`src/rtl/demux_y_dac_8ch_pkg.sv`:
```
// rtl/demux_y_dac_8ch_pkg.sv - shared constants and helpers for the 8-lane DAC de-interleaver
package demux_y_dac_8ch_pkg;

  localparam int NCH       = 8;
  localparam int SLOT_W    = 3;
  localparam int DEF_WIDTH = 32;

  // Channel indices shared with the capture-side mux select generator.
  localparam logic [SLOT_W-1:0] CH_FIRST = 3'd0;
  localparam logic [SLOT_W-1:0] CH_LAST  = 3'd7;

  function automatic logic [NCH-1:0] slot_onehot(input logic [SLOT_W-1:0] s);
    return NCH'(1) << s;
  endfunction

endpackage

```
`src/rtl/demux_y_dac_8ch_if.sv`:
```
// rtl/demux_y_dac_8ch_if.sv - interleaved sample stream feeding the de-interleaver
interface demux_y_dac_8ch_if
  import demux_y_dac_8ch_pkg::*;
#(
  parameter int WIDTH = DEF_WIDTH
);

  logic [WIDTH-1:0] y_in;
  logic             y_in_valid;
  logic             y_sync;

  modport master (output y_in, output y_in_valid, output y_sync);
  modport slave  (input  y_in, input  y_in_valid, input  y_sync);

endinterface

```
`src/rtl/demux_y_dac_8ch_slot_counter_8ch.sv`:
```
// rtl/demux_y_dac_8ch_slot_counter_8ch.sv - wrapping 3-bit slot counter with sync-load and sticky sync error
module slot_counter_8ch
  import demux_y_dac_8ch_pkg::*;
(
  input  logic              clk,
  input  logic              rst,
  input  logic              adv,
  input  logic              sync,
  output logic [SLOT_W-1:0] slot,
  output logic [SLOT_W-1:0] target,
  output logic              sync_err
);

  // A sync forces the current sample onto channel 0 regardless of where the counter sits.
  always_comb begin
    target = slot;
    if (adv && sync) target = CH_FIRST;
  end

  always_ff @(posedge clk) begin
    if (rst) begin
      slot     <= CH_FIRST;
      sync_err <= 1'b0;
    end else if (adv) begin
      slot <= target + SLOT_W'(1);
      if (sync && slot != CH_FIRST) sync_err <= 1'b1;
    end
  end

endmodule

```
`src/rtl/demux_y_dac_8ch.sv`:
```
// rtl/demux_y_dac_8ch.sv - round-robin de-interleave of one sample stream onto 8 held DAC registers
module demux_y_dac_8ch
  import demux_y_dac_8ch_pkg::*;
#(
  parameter int WIDTH = DEF_WIDTH
)(
  input  logic                clk,
  input  logic                GlobalReset,
  demux_y_dac_8ch_if.slave    y_bus,
  output logic [WIDTH-1:0]    y_dac_0,
  output logic [WIDTH-1:0]    y_dac_1,
  output logic [WIDTH-1:0]    y_dac_2,
  output logic [WIDTH-1:0]    y_dac_3,
  output logic [WIDTH-1:0]    y_dac_4,
  output logic [WIDTH-1:0]    y_dac_5,
  output logic [WIDTH-1:0]    y_dac_6,
  output logic [WIDTH-1:0]    y_dac_7,
  output logic [NCH-1:0]      y_dac_valid,
  output logic [SLOT_W-1:0]   y_slot,
  output logic                frame_done,
  output logic                frame_err
);

  logic [SLOT_W-1:0] target;
  logic [WIDTH-1:0]  dac_q [NCH];

  slot_counter_8ch u_slot (
    .clk      (clk),
    .rst      (GlobalReset),
    .adv      (y_bus.y_in_valid),
    .sync     (y_bus.y_sync),
    .slot     (y_slot),
    .target   (target),
    .sync_err (frame_err)
  );

  // Only the targeted lane loads; the rest hold so the DACs see stable codes.
  always_ff @(posedge clk) begin
    if (GlobalReset) begin
      for (int i = 0; i < NCH; i++) dac_q[i] <= '0;
      y_dac_valid <= '0;
      frame_done  <= 1'b0;
    end else begin
      y_dac_valid <= '0;
      frame_done  <= 1'b0;
      if (y_bus.y_in_valid) begin
        dac_q[target] <= y_bus.y_in;
        y_dac_valid   <= slot_onehot(target);
        frame_done    <= (target == CH_LAST);
      end
    end
  end

  assign y_dac_0 = dac_q[0];
  assign y_dac_1 = dac_q[1];
  assign y_dac_2 = dac_q[2];
  assign y_dac_3 = dac_q[3];
  assign y_dac_4 = dac_q[4];
  assign y_dac_5 = dac_q[5];
  assign y_dac_6 = dac_q[6];
  assign y_dac_7 = dac_q[7];

endmodule

```
`src/flat_wrapper.sv`:
```
// flat-port wrapper written by rule: the top's interface ports become plain ports
module demux_y_dac_8ch_flat import demux_y_dac_8ch_pkg::*;
#(
  parameter int WIDTH = DEF_WIDTH
)
  (clk, GlobalReset, y_dac_0, y_dac_1, y_dac_2, y_dac_3, y_dac_4, y_dac_5, y_dac_6, y_dac_7, y_dac_valid, y_slot, frame_done, frame_err, y_bus_y_in, y_bus_y_in_valid, y_bus_y_sync);
  demux_y_dac_8ch_if #(.WIDTH(WIDTH)) y_bus_i ();
  input  logic clk;
  input  logic GlobalReset;
  output logic [WIDTH-1:0] y_dac_0;
  output logic [WIDTH-1:0] y_dac_1;
  output logic [WIDTH-1:0] y_dac_2;
  output logic [WIDTH-1:0] y_dac_3;
  output logic [WIDTH-1:0] y_dac_4;
  output logic [WIDTH-1:0] y_dac_5;
  output logic [WIDTH-1:0] y_dac_6;
  output logic [WIDTH-1:0] y_dac_7;
  output logic [NCH-1:0] y_dac_valid;
  output logic [SLOT_W-1:0] y_slot;
  output logic frame_done;
  output logic frame_err;
  input wire logic [$bits(y_bus_i.y_in)-1:0] y_bus_y_in;
  input wire logic [$bits(y_bus_i.y_in_valid)-1:0] y_bus_y_in_valid;
  input wire logic [$bits(y_bus_i.y_sync)-1:0] y_bus_y_sync;
  assign y_bus_i.y_in = y_bus_y_in;
  assign y_bus_i.y_in_valid = y_bus_y_in_valid;
  assign y_bus_i.y_sync = y_bus_y_sync;
  demux_y_dac_8ch #(.WIDTH(WIDTH)) u_core (.clk(clk), .GlobalReset(GlobalReset), .y_bus(y_bus_i), .y_dac_0(y_dac_0), .y_dac_1(y_dac_1), .y_dac_2(y_dac_2), .y_dac_3(y_dac_3), .y_dac_4(y_dac_4), .y_dac_5(y_dac_5), .y_dac_6(y_dac_6), .y_dac_7(y_dac_7), .y_dac_valid(y_dac_valid), .y_slot(y_slot), .frame_done(frame_done), .frame_err(frame_err));
endmodule
```
`config.mk`:
```
export PLATFORM = sky130hd
export DESIGN_NAME = demux_y_dac_8ch_flat
export DESIGN_NICKNAME = d
export VERILOG_FILES = /design/src/rtl/demux_y_dac_8ch_pkg.sv /design/src/rtl/demux_y_dac_8ch_if.sv /design/src/rtl/demux_y_dac_8ch_slot_counter_8ch.sv /design/src/rtl/demux_y_dac_8ch.sv /design/src/flat_wrapper.sv
export SDC_FILE = /design/constraint.sdc
export NUM_CORES = 1
export LEC_CHECK = 0
export BUFFER_PORTS_ARGS = -buffer_cell sky130_fd_sc_hd__buf_2
export CAP_MARGIN = 25
export CORE_MARGIN = 2
export CORE_UTILIZATION = 40
export CTS_CLUSTER_DIAMETER = 80
export DETAILED_ROUTE_END_ITERATION = 10
export PLACE_DENSITY_LB_ADDON = 0.08
export SYNTH_ARGS = -nofsm -noshare
export SYNTH_HDL_FRONTEND = slang
export SYNTH_HIERARCHICAL = 1
export SYNTH_SLANG_ARGS = --single-unit
```
`constraint.sdc`:
```
create_clock -name clk -period 2.6 [get_ports clk]
set_input_delay 0.13 -clock clk [delete_from_list [all_inputs] [get_ports clk]]
set_output_delay 0.13 -clock clk [all_outputs]
set_load 0.1 [all_outputs]
```
==> results.json <==
{
  "cp.required_ns": 2.97,
  "fin_area_sq_um": 12800,
  "routed_wl_um": 26700,
  "ys_ff_latch": 269,
  "syn-cell-area_sq_um": 9710,
  "cts-buffers-inserted": 28,
  "rrSetupSlack_ns": 0.54,
  "antennaDiodeCount": 0,
  "grt_overflow_total": 0,
  "drtPass1Iterations": 6,
  "r2r-end": "u_core/dac_q[4][28]",
  "ir_worst_vdd_uv": 477,
  "finalNetCount": 1040,
  "whs_ns": 0.0153,
  "drc": 0,
  "wl_per_cell_um": 19.8,
  "clockBufferDepth": 3,
  "synth.avg_cell_area_sq_um": 14.4,
  "die_area_sq_um": 25500,
  "die_height_um": 160,
  "rsz0062_at_grt": "no",
  "cts-htree-levels": 1,
  "postSynthCellCount": 674,
  "clk_pin_slew_worst_paths_ns": 0.06,
  "p_clk_frac": 0.356,
  "cts_resized": 0,
  "p_leak_nw": 5.31,
  "viasPerCell": 4.78,
  "critical_path_class": "input port to flop",
  "slew_headroom": 0.463,
  "synth.largest_area_cell": "edfxtp_1",
  "cts_tree": "done",
  "fin_setup_tns_ns": 0,
  "initial_core_util": 0.403,
  "clock_latency_ns": 0.53,
  "hp-start": "y_bus_y_in[5]",
  "end_kind": "flop",
  "fillers": 2207,
  "intPower_mw": 7.36,
  "yosysWarnings": 6,
  "worstMarginPinSlew_ns": 0.806,
  "rr_worst_depth": 3,
  "antenna_left": 0,
  "cp-start-kind": "input port",
  "post-synth-top-area-fraction": 0.791,
  "grt_max_degree": 67,
  "fp.dieW_um": 160,
  "max_cap_violations": 0,
  "numClockSinks": 269,
  "clock_skew_ns": 0.00919,
  "path_max_fanout": 66,
  "clock.fmax_mhz": 457,
  "place_congestion": 0.758,
  "core_sq_um": 24100,
  "hold_path_depth": 3,
  "vias": 6442,
  "setup.worst_path.start": "y_bus_y_in_valid",
  "syn_nets": 710,
  "slew_violations": 0,
  "dp.final_hpwl_um": 18000,
  "switchingPower_mw": 3.33,
  "p_seq_frac": 0.465,
  "placed_cells": 1281,
  "syn_to_final_growth_pct": 31.3,
  "p_per_area_nw_per_um2": 838,
  "ioPinCount": 305,
  "reg2reg_from": "u_core/u_slot/slot[0]",
  "drive_gt1_frac": 0.365,
  "post-route-min-period_ns": 2.19,
  "cts_setup_buffers": 0,
  "hold_viol": 0,
  "rows": 57,
  "status": "finished clean",
  "grt_pass1_wl_um": 39400,
  "synth.area.top_cells": "edfxtp_1 (79%), nor2_1 (10%), dfxtp_1 (2.7%)",
  "drtIter0Drc": 368,
  "hold_end": "u_core/dac_q[7][5]",
  "antenna_found_initial": 0,
  "timing.final.crit_share": 0.842,
  "sw_frac_of_total": 0.311,
  "hp-class": "input port to flop",
  "numPortBuffers": 304,
  "grtUsageTotal": 0.204,
  "final_cells": 1349,
  "synth.distinct_cells": 26,
  "cts_root_buf": "clkbuf_16",
  "arrival_ns": 2.56,
  "finalSetupViolations": 0,
  "yosysSeqAreaShare": 0.818,
  "place_area_sq_um": 11700,
  "power_frac_comb": 0.179,
  "grt_pass1_vias": 6210
}
[registers in the layout (all words and copies together), names as in the netlist]
register,count
u_core/dac_q,256
u_core/frame_done,1
u_core/u_slot/slot,3
u_core/u_slot/sync_err,1
u_core/y_dac_valid,8
[power by group through the flow]
stage,Clock [mW],Sequential (mW),Combinational [mW]
after floorplan,0,6.45,0.168
after global placement,0,5.07,1.91
after detailed placement,0,5.07,1.91
after CTS,3.87,4.98,1.93
after global routing,4.05,4.99,1.96
final,3.80,4.98,1.92
[how the worst max path moves through the flow]
| stage | endpoint | depth (start not counted) |
|---|---|---|
| after global routing | u_core/dac_q[0][0] | 6 |
| after detailed placement | u_core/dac_q[0][0] | 5 |
| after global placement | u_core/dac_q[4][17] | 5 |
| final | u_core/dac_q[4][28] | 6 |
| after floorplan | u_core/dac_q[4][0] | 4 |
| after CTS | u_core/dac_q[4][28] | 6 |
[cells by family after synthesis]
kind of cell	Yosys count	share of synthesized area
AOI/OAI and AO/OA	13	0.0108
buffers and inverters	43	0.0216
DFF	269	0.818
and+or+nand+nor	349	0.149
[routing by layer]
layer,vias up,global-route usage,share of wire
li1,2972,-,-
met1,3183,0.280,0.43
met2,254,0.334,0.48
met3,33,0.0496,0.075
met4,0,0.0442,0.018
met5,-,0.00758,0
[placed cells by master, fill, tap and decap left out, types with 2 or more instances in the layout]
| master | netlist | final |
|---|---|---|
| dfxtp_1 | 13 | 12 |
| clkbuf_16 | 0 | 29 |
| buf_4 | 0 | 12 |
| nor2b_1 | 2 | 2 |
| and2_1 | 3 | 2 |
| bufinv_16 | 0 | 2 |
| clkinv_2 | 0 | 5 |
| dlygate4sd3_1 | 0 | 17 |
| buf_12 | 0 | 7 |
| a31oi_1 | 2 | 2 |
| clkinv_1 | 0 | 8 |
| buf_2 | 9 | 304 |
| clkbuf_1 | 18 | 5 |
| a31o_2 | 4 | 4 |
| nand2b_1 | 33 | 33 |
| edfxtp_1 | 256 | 256 |
| nand4bb_4 | 0 | 2 |
| nor2_1 | 269 | 269 |
| a41o_2 | 0 | 3 |
| inv_1 | 3 | 3 |
| nand2_1 | 34 | 34 |
[synth_stat cells (all sizes together)]
cell       n
a211oi     1
inv        3
nand2b    33
a22oi      1
dfxtp     13
o21ai      1
nand2     34
a31oi      2
and2b      1
a31o       4
and2       3
a21o       1
buf       22
clkbuf    18
or4b       1
or3b       1
nand4bb    2
a41o       3
nor2     269
nand4b     1
edfxtp   256
or3        1
nor2b      2
nand3b     1
[cell type report]
| type | instances | area [sq um] | area share |
|---|---|---|---|
| clock buffer | 34 | 744 | 0.0584 |
| timing repair buffer | 340 | 1920 | 0.151 |
| multi-input combinational | 362 | 1590 | 0.125 |
| clock inverter | 17 | 131 | 0.0103 |
| inverter | 3 | 11.3 | 0.000883 |
| tap | 324 | 405 | 0.0318 |
| sequential | 269 | 7950 | 0.623 |
[what timing repair did]
| action | 4_1_cts | 5_1_grt |
|---|---|---|
| hold buffers | 17 | 0 |
| setup endpoints to repair | 0 | 0 |
| hold endpoints to repair | 35 | 0 |
[worst max-delay path, stage by stage]
cell and delay (ns):
dlygate4sd3_1 0.51, buf_2 0.28, nand2_1 0.12, and2_1 0.30, or4b_4 0.90, nor2_1 0.24
[metrics by stage]
stage,utilization,power (mW),worst slack (ns)
finish,0.529,10.7,0.410
global route,0.529,11.0,0.245
CTS,0.529,10.8,0.469
detailed placement,0.486,6.98,0.446
global placement,0.486,6.97,0.516
floorplan,-,6.62,0.225
(Power assumes the default switching activity.)
